<file path="src/rtl/uart_rx_frame_ctrl_if.sv">
// rtl/uart_rx_frame_ctrl_if.sv - RX pulse inputs and buffered frame stream of uart_rx_frame_ctrl
interface uart_rx_frame_ctrl_if #(
  parameter int DATA_WIDTH = 8
);
  logic [DATA_WIDTH-1:0] rx_p_data;
  logic                  rx_data_valid;
  logic                  rx_parity_error;
  logic                  rx_stop_error;
  logic                  rx_start_glitch;
  logic [DATA_WIDTH-1:0] out_data;
  logic                  out_valid;
  logic                  out_ready;

  // master: the RX datapath plus the frame consumer; slave: the controller
  modport master (
    output rx_p_data, rx_data_valid, rx_parity_error, rx_stop_error, rx_start_glitch,
    output out_ready,
    input  out_data, out_valid
  );

  modport slave (
    input  rx_p_data, rx_data_valid, rx_parity_error, rx_stop_error, rx_start_glitch,
    input  out_ready,
    output out_data, out_valid
  );
endinterface

</file>
<file path="src/rtl/uart_rx_frame_ctrl.sv">
// rtl/uart_rx_frame_ctrl.sv - UART RX frame sequencer with config shadow, frame FIFO and error status
// Optional stuck-frame watchdog is built when RX_TIMEOUT_EN is defined.
module uart_rx_frame_ctrl #(
  parameter int DATA_WIDTH       = 8,
  parameter int PRESCALE_WIDTH   = 6,
  parameter int DEFAULT_PRESCALE = 8,
  parameter int FIFO_DEPTH       = 4,
  parameter int ERR_CNT_WIDTH    = 8
) (
  input  logic                          rx_clk,
  input  logic                          rst_n,
  input  logic                          rx_in,
  input  logic [PRESCALE_WIDTH-1:0]     cfg_prescale,
  input  logic                          cfg_parity_enable,
  input  logic                          cfg_parity_type,
  input  logic                          cfg_update,
  uart_rx_frame_ctrl_if.slave           frame,
  output logic [PRESCALE_WIDTH-1:0]     prescale,
  output logic                          parity_enable,
  output logic                          parity_type,
  output logic                          cfg_pending,
  output logic                          busy,
  output logic [$clog2(FIFO_DEPTH):0]   fifo_count,
  output logic [3:0]                    err_status,
  output logic [ERR_CNT_WIDTH-1:0]      err_cnt,
  input  logic                          status_clr
);
  localparam int AW = $clog2(FIFO_DEPTH);

  typedef enum logic {IDLE, BUSY} state_t;

  state_t state, state_next;
  logic   rx_prev;
  logic   fall, rx_exit, timeout;
  logic   enter_busy, enter_idle;

  assign fall    = rx_prev & ~rx_in;
  assign rx_exit = frame.rx_data_valid | frame.rx_stop_error | frame.rx_start_glitch;
  assign busy    = (state == BUSY);

  always_ff @(posedge rx_clk or negedge rst_n) begin
    if (!rst_n) begin
      state   <= IDLE;
      rx_prev <= 1'b1;
    end else begin
      state   <= state_next;
      rx_prev <= rx_in;
    end
  end

  always_comb begin
    state_next = state;
    enter_busy = 1'b0;
    enter_idle = 1'b0;
    case (state)
      IDLE: begin
        if (fall) begin
          state_next = BUSY;
          enter_busy = 1'b1;
        end
      end
      BUSY: begin
        if (rx_exit || timeout) begin
          state_next = IDLE;
          enter_idle = 1'b1;
        end
      end
      default: state_next = IDLE;
    endcase
  end

`ifdef RX_TIMEOUT_EN
  localparam int WD_W = PRESCALE_WIDTH + 4;

  logic [WD_W-1:0] wd_cnt;
  logic [WD_W-1:0] wd_limit;

  // Fires on the last allowed BUSY cycle so the FSM has spent exactly wd_limit cycles in BUSY
  assign wd_limit = WD_W'(prescale) * WD_W'(DATA_WIDTH + 3);
  assign timeout  = (state == BUSY) && !rx_exit && (prescale != '0) &&
                    ((wd_cnt + WD_W'(1)) == wd_limit);

  always_ff @(posedge rx_clk or negedge rst_n) begin
    if (!rst_n)
      wd_cnt <= '0;
    else if (state == BUSY)
      wd_cnt <= wd_cnt + WD_W'(1);
    else
      wd_cnt <= '0;
  end
`else
  assign timeout = 1'b0;
`endif

  logic [PRESCALE_WIDTH-1:0] sh_prescale;
  logic                      sh_parity_enable;
  logic                      sh_parity_type;
  logic                      cfg_direct;

  // A request arriving on the IDLE-entry cycle is newer than the shadow, so it goes straight out
  assign cfg_direct = cfg_update && (((state == IDLE) && !enter_busy) || enter_idle);

  always_ff @(posedge rx_clk or negedge rst_n) begin
    if (!rst_n) begin
      prescale         <= PRESCALE_WIDTH'(DEFAULT_PRESCALE);
      parity_enable    <= 1'b0;
      parity_type      <= 1'b0;
      cfg_pending      <= 1'b0;
      sh_prescale      <= PRESCALE_WIDTH'(DEFAULT_PRESCALE);
      sh_parity_enable <= 1'b0;
      sh_parity_type   <= 1'b0;
    end else if (cfg_direct) begin
      prescale         <= cfg_prescale;
      parity_enable    <= cfg_parity_enable;
      parity_type      <= cfg_parity_type;
      cfg_pending      <= 1'b0;
    end else if (enter_idle && cfg_pending) begin
      prescale         <= sh_prescale;
      parity_enable    <= sh_parity_enable;
      parity_type      <= sh_parity_type;
      cfg_pending      <= 1'b0;
    end else if (cfg_update) begin
      sh_prescale      <= cfg_prescale;
      sh_parity_enable <= cfg_parity_enable;
      sh_parity_type   <= cfg_parity_type;
      cfg_pending      <= 1'b1;
    end
  end

  logic [DATA_WIDTH-1:0] mem [FIFO_DEPTH];
  logic [AW-1:0]         wr_ptr, rd_ptr;
  logic                  full, push_req, push, pop;

  assign full            = (fifo_count == (AW+1)'(FIFO_DEPTH));
  assign push_req        = frame.rx_data_valid & ~frame.rx_parity_error & ~frame.rx_stop_error;
  assign pop             = frame.out_valid & frame.out_ready;
  assign push            = push_req & (~full | pop);
  assign frame.out_valid = (fifo_count != '0);
  assign frame.out_data  = mem[rd_ptr];

  always_ff @(posedge rx_clk or negedge rst_n) begin
    if (!rst_n) begin
      for (int i = 0; i < FIFO_DEPTH; i++)
        mem[i] <= '0;
      wr_ptr     <= '0;
      rd_ptr     <= '0;
      fifo_count <= '0;
    end else begin
      if (push) begin
        mem[wr_ptr] <= frame.rx_p_data;
        wr_ptr      <= wr_ptr + AW'(1);
      end
      if (pop)
        rd_ptr <= rd_ptr + AW'(1);
      case ({push, pop})
        2'b10:   fifo_count <= fifo_count + (AW+1)'(1);
        2'b01:   fifo_count <= fifo_count - (AW+1)'(1);
        default: fifo_count <= fifo_count;
      endcase
    end
  end

  logic [3:0] err_set;
  logic       err_inc;

  assign err_set = {push_req & full & ~pop, timeout, frame.rx_stop_error, frame.rx_parity_error};
  assign err_inc = |err_set;

  always_ff @(posedge rx_clk or negedge rst_n) begin
    if (!rst_n) begin
      err_status <= '0;
      err_cnt    <= '0;
    end else if (status_clr) begin
      err_status <= err_set;
      err_cnt    <= err_inc ? ERR_CNT_WIDTH'(1) : '0;
    end else begin
      err_status <= err_status | err_set;
      if (err_inc && (err_cnt != '1))
        err_cnt <= err_cnt + ERR_CNT_WIDTH'(1);
    end
  end
endmodule

</file>
<file path="src/flat_wrapper.sv">
// flat-port wrapper written by rule: the top's interface ports become plain ports
module uart_rx_frame_ctrl_flat 
#(
  parameter int DATA_WIDTH       = 8,
  parameter int PRESCALE_WIDTH   = 6,
  parameter int DEFAULT_PRESCALE = 8,
  parameter int FIFO_DEPTH       = 4,
  parameter int ERR_CNT_WIDTH    = 8
)
  (rx_clk, rst_n, rx_in, cfg_prescale, cfg_parity_enable, cfg_parity_type, cfg_update, prescale, parity_enable, parity_type, cfg_pending, busy, fifo_count, err_status, err_cnt, status_clr, frame_rx_p_data, frame_rx_data_valid, frame_rx_parity_error, frame_rx_stop_error, frame_rx_start_glitch, frame_out_ready, frame_out_data, frame_out_valid);
  uart_rx_frame_ctrl_if #(.DATA_WIDTH(DATA_WIDTH)) frame_i ();
  input  logic rx_clk;
  input  logic rst_n;
  input  logic rx_in;
  input  logic [PRESCALE_WIDTH-1:0] cfg_prescale;
  input  logic cfg_parity_enable;
  input  logic cfg_parity_type;
  input  logic cfg_update;
  output logic [PRESCALE_WIDTH-1:0] prescale;
  output logic parity_enable;
  output logic parity_type;
  output logic cfg_pending;
  output logic busy;
  output logic [$clog2(FIFO_DEPTH):0] fifo_count;
  output logic [3:0] err_status;
  output logic [ERR_CNT_WIDTH-1:0] err_cnt;
  input  logic status_clr;
  input wire logic [$bits(frame_i.rx_p_data)-1:0] frame_rx_p_data;
  input wire logic [$bits(frame_i.rx_data_valid)-1:0] frame_rx_data_valid;
  input wire logic [$bits(frame_i.rx_parity_error)-1:0] frame_rx_parity_error;
  input wire logic [$bits(frame_i.rx_stop_error)-1:0] frame_rx_stop_error;
  input wire logic [$bits(frame_i.rx_start_glitch)-1:0] frame_rx_start_glitch;
  input wire logic [$bits(frame_i.out_ready)-1:0] frame_out_ready;
  output wire logic [$bits(frame_i.out_data)-1:0] frame_out_data;
  output wire logic [$bits(frame_i.out_valid)-1:0] frame_out_valid;
  assign frame_i.rx_p_data = frame_rx_p_data;
  assign frame_i.rx_data_valid = frame_rx_data_valid;
  assign frame_i.rx_parity_error = frame_rx_parity_error;
  assign frame_i.rx_stop_error = frame_rx_stop_error;
  assign frame_i.rx_start_glitch = frame_rx_start_glitch;
  assign frame_i.out_ready = frame_out_ready;
  assign frame_out_data = frame_i.out_data;
  assign frame_out_valid = frame_i.out_valid;
  uart_rx_frame_ctrl #(.DATA_WIDTH(DATA_WIDTH), .PRESCALE_WIDTH(PRESCALE_WIDTH), .DEFAULT_PRESCALE(DEFAULT_PRESCALE), .FIFO_DEPTH(FIFO_DEPTH), .ERR_CNT_WIDTH(ERR_CNT_WIDTH)) u_core (.rx_clk(rx_clk), .rst_n(rst_n), .rx_in(rx_in), .cfg_prescale(cfg_prescale), .cfg_parity_enable(cfg_parity_enable), .cfg_parity_type(cfg_parity_type), .cfg_update(cfg_update), .frame(frame_i), .prescale(prescale), .parity_enable(parity_enable), .parity_type(parity_type), .cfg_pending(cfg_pending), .busy(busy), .fifo_count(fifo_count), .err_status(err_status), .err_cnt(err_cnt), .status_clr(status_clr));
endmodule
</file>
<file path="config.mk">
export PLATFORM = sky130hd
export DESIGN_NAME = uart_rx_frame_ctrl_flat
export DESIGN_NICKNAME = d
export VERILOG_FILES = /design/src/rtl/uart_rx_frame_ctrl_if.sv /design/src/rtl/uart_rx_frame_ctrl.sv /design/src/flat_wrapper.sv
export SDC_FILE = /design/constraint.sdc
export NUM_CORES = 1
export LEC_CHECK = 0
export ABC_AREA = 1
export CAP_MARGIN = 25
export CORE_MARGIN = 1
export CORE_UTILIZATION = 47
export DETAILED_ROUTE_END_ITERATION = 10
export PLACE_DENSITY = 0.75
export SETUP_SLACK_MARGIN = 0.4
export SLEW_MARGIN = 10
export SYNTH_ARGS = -nofsm -noshare
export SYNTH_HDL_FRONTEND = slang
export SYNTH_SLANG_ARGS = --single-unit
export TNS_END_PERCENT = 50
</file>
<file path="constraint.sdc">
create_clock -name rx_clk -period 1.8 [get_ports rx_clk]
set_input_delay 0.36 -clock rx_clk [delete_from_list [all_inputs] [get_ports rx_clk]]
set_output_delay 0.36 -clock rx_clk [all_outputs]
set_load 0.01 [all_outputs]
</file>
==> metrics <==
R2R setup slack approximately 0.070 ns; final WL 8430 um; LEAKAGE about 0.0024 uW; proportion of netlist area held by the largest area contributor between 40% and 50%; number of H-tree levels 3; initial cell density of the core 49.3%; violation count after the first detailed-route iteration approximately 130; worst path arrival time 1.41 ns; post-DR wirelength/cell 13.8 um; number of global-route vias before repair between 3,000 and 4,000; clock tree root driver cell clkbuf_8; vias per cell 5.18; Cells after Synth between 400 and 500; number of core rows 30; Net Count, Synth roughly 440; TritonCTS clock tree done; clock latency of the later-clocked register in the worst-skew pair between 0.3 and 0.4 ns; overall power after layout just over 6000 uW; number of distinct library cells after synthesis 32; number of buffers created by CTS 9; hold_ws between 0.05 and 0.06 ns; Max Clock Freq 0.566 GHz; type of destination of the critical path output pin; max-cap violations 0; count of antenna diodes in the layout 0; post-synthesis area per instance around 8.4 um2; area of the placeable core 6870 um2; status finished, final reports clean; power density over the cells 1310 nW/um2; pin count of the biggest net entering global routing 70; Antenna Violating Nets Remaining 0; Req. time, crit path between 1 and 1.5 ns; number of cells in the design after placement between 500 and 600; sequential element share of the synthesized area 51.1%; Final Max Slew Viols 0; setup repair after global routing missed its margin true; number of clock sinks seen by CTS 69; depth of the most critical reg-to-reg path 9; First-pass DRT Iterations 4; Worst Setup SP u_core.rd_ptr[0]; Final Net Count roughly 540; Die Y-Extent approximately 87 um; worst hold path class in2async; maximum fanout encountered on the critical timing path 6; RePlAce Congestion between 0.7 and 0.8; wire length of the first global-routing pass about 14,000 um; startpoint of the worst-slack reg-to-reg timing path u_core.fifo_count[1]; final count of negative-setup-slack endpoints 0; top metal layer carrying routed signals met4; final cell count without fillers 610; # DRC 0; count of input and output buffers 58; clock tree skew after final layout roughly 0.0065 ns; Post-DP HPWL approximately 5500 um; die span in x roughly 87 um; nature of the critical path startpoint flip-flop; overall fraction of global-route tracks in use around a quarter; Final Hold Vio Count 0; routed wire length on met3 378 um; peak supply drop slightly below 0.0008 V; synthesized flop and latch total 69; period utilization 98.1%; clk slew on worst S/H paths roughly 0.070 ns; Reg2Reg Capture Point u_core.fifo_count[2]; Die Outline Area ~7500 um2; buffer depth of the longest clock path 2; CP endpoint frame_out_data[3]; fraction of layout cells with a size suffix above 1 a little over a quarter; wire length the detailed router placed on met1 around 3700 um; metal2 WL about 4200 um; synth top area cells dfrtp_1 49%, nand2_1 14%, o21ai_0 7.5%; I/O pin cnt 60; Yosys Warn Count 0; post-synthesis instance area about 3400 um2; critical path start-end classification reg2out; overall via count from detail_route between 3,000 and 4,000; minimum clock period 1.77 ns; antenna violations before repair 0; overflow left after global routing 0; Synth area leader dfrtp_1; Layout area overhead 38.3%
## sequential cells by signal, indices dropped and copies added, names as in the netlist
register and cells:
u_core.mem 32, u_core.busy 1, u_core.wr_ptr 2, u_core.fifo_count 3, u_core.sh_prescale 6, u_core.rd_ptr 2
u_core.rx_prev 1, u_core.sh_parity_enable 1, u_core.prescale 6, u_core.err_cnt 8, u_core.sh_parity_type 1, u_core.err_status 3
u_core.parity_enable 1, u_core.cfg_pending 1, u_core.parity_type 1
## worst min path at each step
| stage | start | end | slack (ns) | cells after the start |
|---|---|---|---|---|
| after global placement | rst_n | u_core.fifo_count[0] | 0.41 | 2 |
| after CTS | rst_n | u_core.sh_prescale[1] | 0.05 | 2 |
| after global routing | rst_n | u_core.mem[22] | 0.09 | 2 |
| after floorplan | rst_n | u_core.busy | 0.06 | 0 |
| final | rst_n | u_core.mem[24] | 0.05 | 2 |
| after detailed placement | rst_n | u_core.fifo_count[0] | 0.42 | 2 |
## critical path, stage by stage (launching register included)
cell	delay (ns)
dfrtp_1	0.42
inv_2	0.12
buf_6	0.13
nor2_1	0.04
o22ai_1	0.20
buf_2	0.17
## report_power, final
| part | internal [uW] | switching [uW] |
|---|---|---|
| registers | 2060 | 319 |
| clock network | 491 | 560 |
| logic | 1200 | 1500 |
| total | 3760 | 2380 |
## cells in the final DEF, fill, tap and decap left out, types with 6 or more instances in the layout
master           synthesis  final
nand2_1                125    120
dfrtp_1                 66     64
nand3_1                 44     43
buf_4                    3     41
o21ai_0                 51     36
clkdlybuf4s50_1          0     20
nor2_1                  26     18
inv_1                   21     14
inv_2                    6     12
buf_2                    6     12
dlymetal6s2s_1           0     10
clkbuf_8                 0      9
o21ai_1                  0      8
nand2_2                  5      8
dlygate4sd2_1            0      8
nor2_2                   1      7
o21ai_2                  1      7
nor2_4                   5      7
clkdlybuf4s15_1          0      6
## cell usage after synthesis (all sizes together)
library cell    n
dfstp           3
nand3b          2
a21oi           4
nand2         132
fa              1
o21bai          1
nor3            1
xor2            5
buf            10
o22ai           8
xnor2           2
nor2           32
o21ai          52
conb            1
clkbuf          1
dfrtp          66
nand4           3
nand3          46
or2             1
ha              6
inv            27
## per-stage QoR
stage / setup TNS [ns] / instance area (um2) / setup slack, ns / util [%]
floorplan: -0.0488 / 3430 / -0.0488 / -
global placement: -5.46 / 4260 / -0.360 / 62.0
detailed placement: -6.68 / 4260 / -0.478 / 62.0
CTS: 0 / 4540 / 0.0177 / 66.0
global route: -0.0673 / 4680 / -0.0419 / 68.2
finish: 0 / 4680 / 0.0346 / 68.2
## cells by family after synthesis
family	after synthesis	synth area share, %
AND/OR/NAND/NOR	217	29.0
flip-flops	69	51.1
AO/OA/AOI/OAI	65	10.2
buffers and inverters	38	4.99
XOR/XNOR	7	1.81
adder cells (fa/ha/maj)	7	2.81
other	1	0.111
## repair_timing
item                       4_1_cts  5_1_grt
hold buffers                     0        0
gates cloned                     1        1
gates resized for setup         97       42
setup endpoints to repair       80       74
setup buffers                   18        2
pin swaps                       11       17
## routing by layer
layer | global-route usage (%) | vias to the layer above
met3 | 3.98 | 8
li1 | - | 1533
met2 | 40.1 | 92
met5 | 0 | -
met1 | 30.6 | 1526
met4 | 8.03 | 0
## final cells by class
| cell class | count | area [um2] |
|---|---|---|
| fill | 565 | 2190 |
| sequential | 69 | 1730 |
| multi-input combinational | 298 | 1660 |
| inverter | 27 | 105 |
| tap | 96 | 120 |
| clock inverter | 5 | 27.5 |
| clock buffer | 11 | 131 |
| timing repair buffer | 104 | 911 |
No activity file was read; power rests on OpenSTA's default activity.
==> variant 1 (same flow settings) <==
`PRESCALE_WIDTH` is set to 6 in 2 places; all go to 8.
--- a/src/rtl/uart_rx_frame_ctrl.sv
+++ b/src/rtl/uart_rx_frame_ctrl.sv
@@ -4,3 +4,3 @@
   parameter int DATA_WIDTH       = 8,
-  parameter int PRESCALE_WIDTH   = 6,
+  parameter int PRESCALE_WIDTH   = 8,
   parameter int DEFAULT_PRESCALE = 8,
--- a/src/flat_wrapper.sv
+++ b/src/flat_wrapper.sv
@@ -4,3 +4,3 @@
   parameter int DATA_WIDTH       = 8,
-  parameter int PRESCALE_WIDTH   = 6,
+  parameter int PRESCALE_WIDTH   = 8,
   parameter int DEFAULT_PRESCALE = 8,
Ports: changed (resized cfg_prescale and prescale); port bits go from 60 to 64. The function was not compared with the original's and may differ.
==> variant 1 against the unedited design <==
Sequential cell count grew 4. Via count grew 15%. Sequential power up 10%. Area after synthesis increased by 8.2%. Largest cell class is now multi-input gates. Synthesized cell count increased by 5.9%. Largest power group unchanged. Register-to-register slack got worse by 0.09 ns. The run now ends with negative setup slack left. Final area increased by 17%. Wire length up 32%. Power is 27% higher. Fmax fell by 2.7%. Setup slack got worse by 0.050 ns. Sequential share of layout area decreased by 3.6 points. Combinational power increased by 36%.
==> variant 1: results (changes against the unedited design) <==
qor: status.run_status complete, but fails checks
qor: status.violated_checks negative setup slack
qor: grt.track_usage 25.9% [+2.3 points]
qor: route.drt_iter0_markers 298 [+140%]
qor: timing.timing_max_transition_violations_final 0 [unchanged]
qor: timing.clock-skew-final 0.0100 ns [+0.00352 ns]
qor: cts.cts_made_buffers 9 [unchanged]
qor: synthesis.synth.lib_cells_used.distinct 32 [unchanged]
qor: synthesis.synth_seq_area_share 50.0% [-1.1 points]
qor: layout.nFillCells 523 [-7.4%]
qor: layout.finalNetCount 582 [+7.4%]
qor: grt.pin_count_of_the_biggest_net_entering_global_routing 74 [+5.7%]
qor: worst_setup_path.cp.arrival 2.05 ns [+0.64 ns]
qor: layout.largest_reg_flops 32 [unchanged]
qor: layout.multiInputGateArea 0.00199 sq mm [+20%]
qor: layout.registers.top_by_ff_count u_core.mem
qor: grt.first_global_vias 3378 [+7.5%]
qor: placed_design.buffer_ports.inserted 62 [+6.9%]
qor: worst_setup_path.r2r_cells 10 [+1]
qor: placed_design.hpwlAfterDp 5920 microns [+8.1%]
qor: timing.setup_violations 1 [+1]
qor: route.drc 0 [unchanged]
qor: route.drt_pre_antenna_iters 5 [+1]
qor: synthesis.async_flop_share 100% [unchanged]
qor: timing.finalSetupTns -0.0152 ns [-0.0152 ns]
qor: placed_design.gp_routability_congestion 0.818 [+3.7%]
qor: grt.antenna_found_initial 0 [unchanged]
qor: route.via_per_inst 5.57 [+7.6%]
qor: cts.worst_skew_pair.late_latency 0.36 ns [+0.03 ns]
qor: hold_path.worst_hold_path_type input pin to asynchronous set/reset pin
qor: synthesis.synthesis.nets 463 [+5.9%]
qor: layout.antenna_cells_inserted 0 [unchanged]
qor: route.detail_route.wl_per_cell 17.1 microns [+24%]
qor: power.power.switching_fraction 39.4% [+0.64 points]
qor: synthesis.ranking_of_synthesized_cells_by_instance_count nand2_1, dfrtp_1, nand3_1, o21ai_0, nor2_1
qor: synthesis.yosys_most_used_dff dfrtp_1
qor: cts.clk_pin_slew_worst_paths 0.08 ns
qor: layout.final_layout_size_suffix_gt1_share 35.7% [+8.5 points]
qor: worst_setup_path.cp_max_fanout 3 [-3]
qor: power.irDropWorstVdd 0.902 mV [+16%]
qor: power.power.leakage 2.69 nW [+12%]
qor: timing.final_worst_slack -0.0152 ns [-0.0498 ns]
qor: grt.grt_pass1_wl 16600 microns [+19%]
qor: synthesis.synth_area_leaders dfrtp_1, nand2_1, nand3_1
qor: placed_design.placed_cell_area 0.00454 sq mm [+6.6%]
==> variant 1: cell count changes after synthesis, sizes merged <==
| cell | delta |
|---|---|
| nand4 | +10 |
| buf | +5 |
| o21ai | +1 |
| inv | -2 |
| dfrtp | +4 |
| nand3 | +7 |
| nand2 | -3 |
| clkbuf | +2 |
==> variant 1: worst max-delay path, cell delays in order, from the launching register on <==
cell,delay [ns]
dfrtp_1,0.38
inv_2,0.06
nand2_4,0.09
inv_4,0.05
a21oi_4,0.15
ha_4,0.16
inv_4,0.03
fa_2,0.38
a21oi_2,0.17
o21ai_2,0.08
xor2_1,0.15
==> variant 1: logic make-up after synthesis <==
family | Yosys count | share of synthesized area [%]
xor gates and xnor gates | 7 | 1.67
DFF | 73 | 50.0
AOI/OAI and AO/OA | 66 | 9.77
buffers and inverters | 43 | 5.87
adders and majority gates | 7 | 2.60
other | 1 | 0.102
and+or+nand+nor | 231 | 30.0
==> variant 1: area by class of cell <==
cell class	instances	share of cell area [%]
clock buffer	11	2.76
clock inverter	5	1.41
inverter	25	2.16
multi-input combinational	314	36.1
sequential	73	33.4
tap	99	2.25
timing repair buffer	121	21.6
timing repair inverter	3	0.273
==> variant 1: repair_timing <==
item | 4_1_cts | 5_1_grt
pin swaps | 18 | 30
cloned | 5 | 6
buffers inserted | 16 | 10
endpoints found under the setup margin | 99 | 86
resized for setup | 149 | 104
endpoints found under the hold margin | 0 | 0
==> variant 1: final timing paths <==
path | slack (ns) | startpoint | end
max in group asynchronous | 1.43 | rst_n | u_core.sh_prescale[3]
hold reg to reg | 0.48 | u_core.sh_prescale[3] | u_core.sh_prescale[3]
setup / recovery | -0.02 | u_core.fifo_count[1] | u_core.fifo_count[2]
hold / removal | 0.02 | rst_n | u_core.mem[25]
min in group rx_clk | 0.47 | rx_in | u_core.rx_prev
setup reg to reg | -0.02 | u_core.fifo_count[1] | u_core.fifo_count[2]
==> variant 1: per-stage QoR <==
step                setup slack, ns  std cells
CTS                          0.0193        635
floorplan                   -0.0778        428
detailed placement           -0.375        598
finish                      -0.0152        651
global route                 -0.104        651
global placement             -0.311        598
==> variant 1: power by group through the flow <==
stage	Clock (mW)	Sequential, mW	Combinational (mW)
3_5_place_dp	0	2.46	2.60
5_1_grt	1.59	2.66	3.94
2_1_floorplan	0	2.44	1.40
3_3_place_gp	0	2.44	2.50
6_report	1.51	2.62	3.68
4_1_cts	1.50	2.50	3.00
==> variant 1: routing by layer <==
layer  track usage, %  vias to the layer above  routed length [microns]
met5                0                        -                        0
met4             12.0                        0                      270
met3             4.12                       28                      688
met2             41.5                      159                     5610
met1             34.6                     1776                     4560
li1                 -                     1663                        -
==> variant 2 (same settings) <==
Made on the original files. Add an input register stage for `cfg_prescale`, `cfg_parity_enable`, `cfg_parity_type` and `cfg_update`; this delays them by one clock. The other inputs are not delayed to match.
--- a/src/rtl/uart_rx_frame_ctrl.sv
+++ b/src/rtl/uart_rx_frame_ctrl.sv
@@ -30,2 +30,14 @@
   typedef enum logic {IDLE, BUSY} state_t;
+
+  logic [PRESCALE_WIDTH-1:0] cfg_prescale_q;
+  logic cfg_parity_enable_q;
+  logic cfg_parity_type_q;
+  logic cfg_update_q;
+
+  always_ff @(posedge rx_clk) begin
+    cfg_prescale_q      <= cfg_prescale;
+    cfg_parity_enable_q <= cfg_parity_enable;
+    cfg_parity_type_q   <= cfg_parity_type;
+    cfg_update_q        <= cfg_update;
+  end
 
@@ -100,3 +112,3 @@
   // A request arriving on the IDLE-entry cycle is newer than the shadow, so it goes straight out
-  assign cfg_direct = cfg_update && (((state == IDLE) && !enter_busy) || enter_idle);
+  assign cfg_direct = cfg_update_q && (((state == IDLE) && !enter_busy) || enter_idle);
 
@@ -112,5 +124,5 @@
     end else if (cfg_direct) begin
-      prescale         <= cfg_prescale;
-      parity_enable    <= cfg_parity_enable;
-      parity_type      <= cfg_parity_type;
+      prescale         <= cfg_prescale_q;
+      parity_enable    <= cfg_parity_enable_q;
+      parity_type      <= cfg_parity_type_q;
       cfg_pending      <= 1'b0;
@@ -121,6 +133,6 @@
       cfg_pending      <= 1'b0;
-    end else if (cfg_update) begin
-      sh_prescale      <= cfg_prescale;
-      sh_parity_enable <= cfg_parity_enable;
-      sh_parity_type   <= cfg_parity_type;
+    end else if (cfg_update_q) begin
+      sh_prescale      <= cfg_prescale_q;
+      sh_parity_enable <= cfg_parity_enable_q;
+      sh_parity_type   <= cfg_parity_type_q;
       cfg_pending      <= 1'b1;
Formal check against the unedited RTL: not equivalent (Yosys sat finds a counterexample within 4 cycles, from zero or initial values and one cycle with rst_n low).
==> variant 2 against the unedited design <==
The flow now finishes with violations (negative hold slack, negative setup slack). Register-to-register slack worse by 0.13 ns. Hold slack worse by 0.061 ns. Area after synthesis is 5.1% higher. Sequential cell count is 9 higher. Final area is 10% higher. Power is 19% higher. Wire length is 19% higher. Clock power is 34% higher. Setup slack worse by 0.097 ns. Sequential power is 11% higher. Largest power group unchanged. Highest routed layer unchanged.
==> variant 2: results (changes against the unedited design) <==
qor: synthesis.synth_xor_xnor_area_share 1.48% [-0.33 points]
qor: layout.clk_share 4.21% [+0.82 points]
qor: timing.final_worst_slack -0.0627 ns [-0.0974 ns]
qor: synthesis.synth_area_leaders dfrtp_1, nand2_1, o21ai_0
qor: cts.cts_sinks 78 [+13%]
qor: layout.finalNetCount 566 [+4.4%]
qor: placed_design.pre_cts_ws -0.465 ns [+0.0126 ns]
qor: timing.setup_violations 2 [+2]
qor: timing.final.hold.worst_slack -0.0104 ns [-0.0612 ns]
qor: worst_setup_path.timing.critical_path.to_type flip-flop
qor: grt.grt_pass1_wl 14900 microns [+6.5%]
qor: route.routed_wirelength 10000 microns [+19%]
qor: synthesis.synthesis.nets 447 [+2.3%]
qor: layout.synthToLayoutAreaGrowth 45.3%
qor: worst_setup_path.r2r_cells 10 [+1]
qor: cts.worst_skew_pair.late_latency 0.36 ns [+0.03 ns]
qor: worst_setup_path.cp.arrival 2.11 ns [+0.70 ns]
qor: synthesis.synth.lib_cells_used.distinct 31 [-3.1%]
qor: layout.finalNonFillerCells 637 [+4.4%]
qor: layout.regArea 0.00191 sq mm [+10%]
qor: synthesis.synth_compound_gate_area_share 9.67% [-0.53 points]
qor: route.drt_iter0_markers 236 [+89%]
qor: timing.finalHoldViolCount 2 [+2]
qor: route.drt_pre_antenna_iters 5 [+1]
qor: route.via_per_inst 5.41 [+4.5%]
qor: status.run_status complete, but fails checks
qor: placed_design.placed_cell_area 0.00443 sq mm [+4.1%]
qor: power.p_comb 3.21 mW [+19%]
qor: synthesis.synthesis.area_per_instance 8.60 sq um [+2.6%]
qor: grt.track_usage 25.1% [+1.5 points]
qor: power.power.leakage 2.55 nW [+5.8%]
qor: cts.post_cts.resized_instances 128 [+32%]
qor: power.power.switching_fraction 39.0% [+0.28 points]
qor: power.cellInternalPower 4.43 mW [+18%]
qor: grt.first_global_vias 3182 [+1.3%]
qor: layout.nNonClkBuffers 118 [+13%]
qor: status.violated_checks negative hold slack, negative setup slack
qor: timing.finalSetupTns -0.0772 ns [-0.0772 ns]
qor: timing.clock-skew-final 0.00848 ns [+0.00199 ns]
variant 2: cell count changes after synthesis, sizes merged:
| cell | change |
|---|---|
| clkbuf | +1 |
| xor2 | -1 |
| nor3 | +1 |
| o21bai | -1 |
| nand3 | -1 |
| nand3b | -1 |
| o21ai | +1 |
| a21oi | +1 |
| buf | -1 |
| nor2 | +2 |
| dfxtp | +9 |
variant 2: metal layers:
metal / share of wire, % / vias up / global-route usage (%)
met5: 0 / - / 0
met4: 1.8 / 0 / 9.96
met3: 6.3 / 22 / 7.94
met2: 52 / 124 / 40.8
met1: 40 / 1703 / 31.4
li1: - / 1599 / -
variant 2: worst max-delay path: stages (launching register included):
cell	delay, ns
dfrtp_1	0.37
inv_2	0.06
nand2_4	0.10
inv_4	0.05
a21oi_4	0.16
ha_4	0.16
inv_2	0.04
fa_2	0.38
a21oi_2	0.18
o21ai_2	0.08
xor2_1	0.15
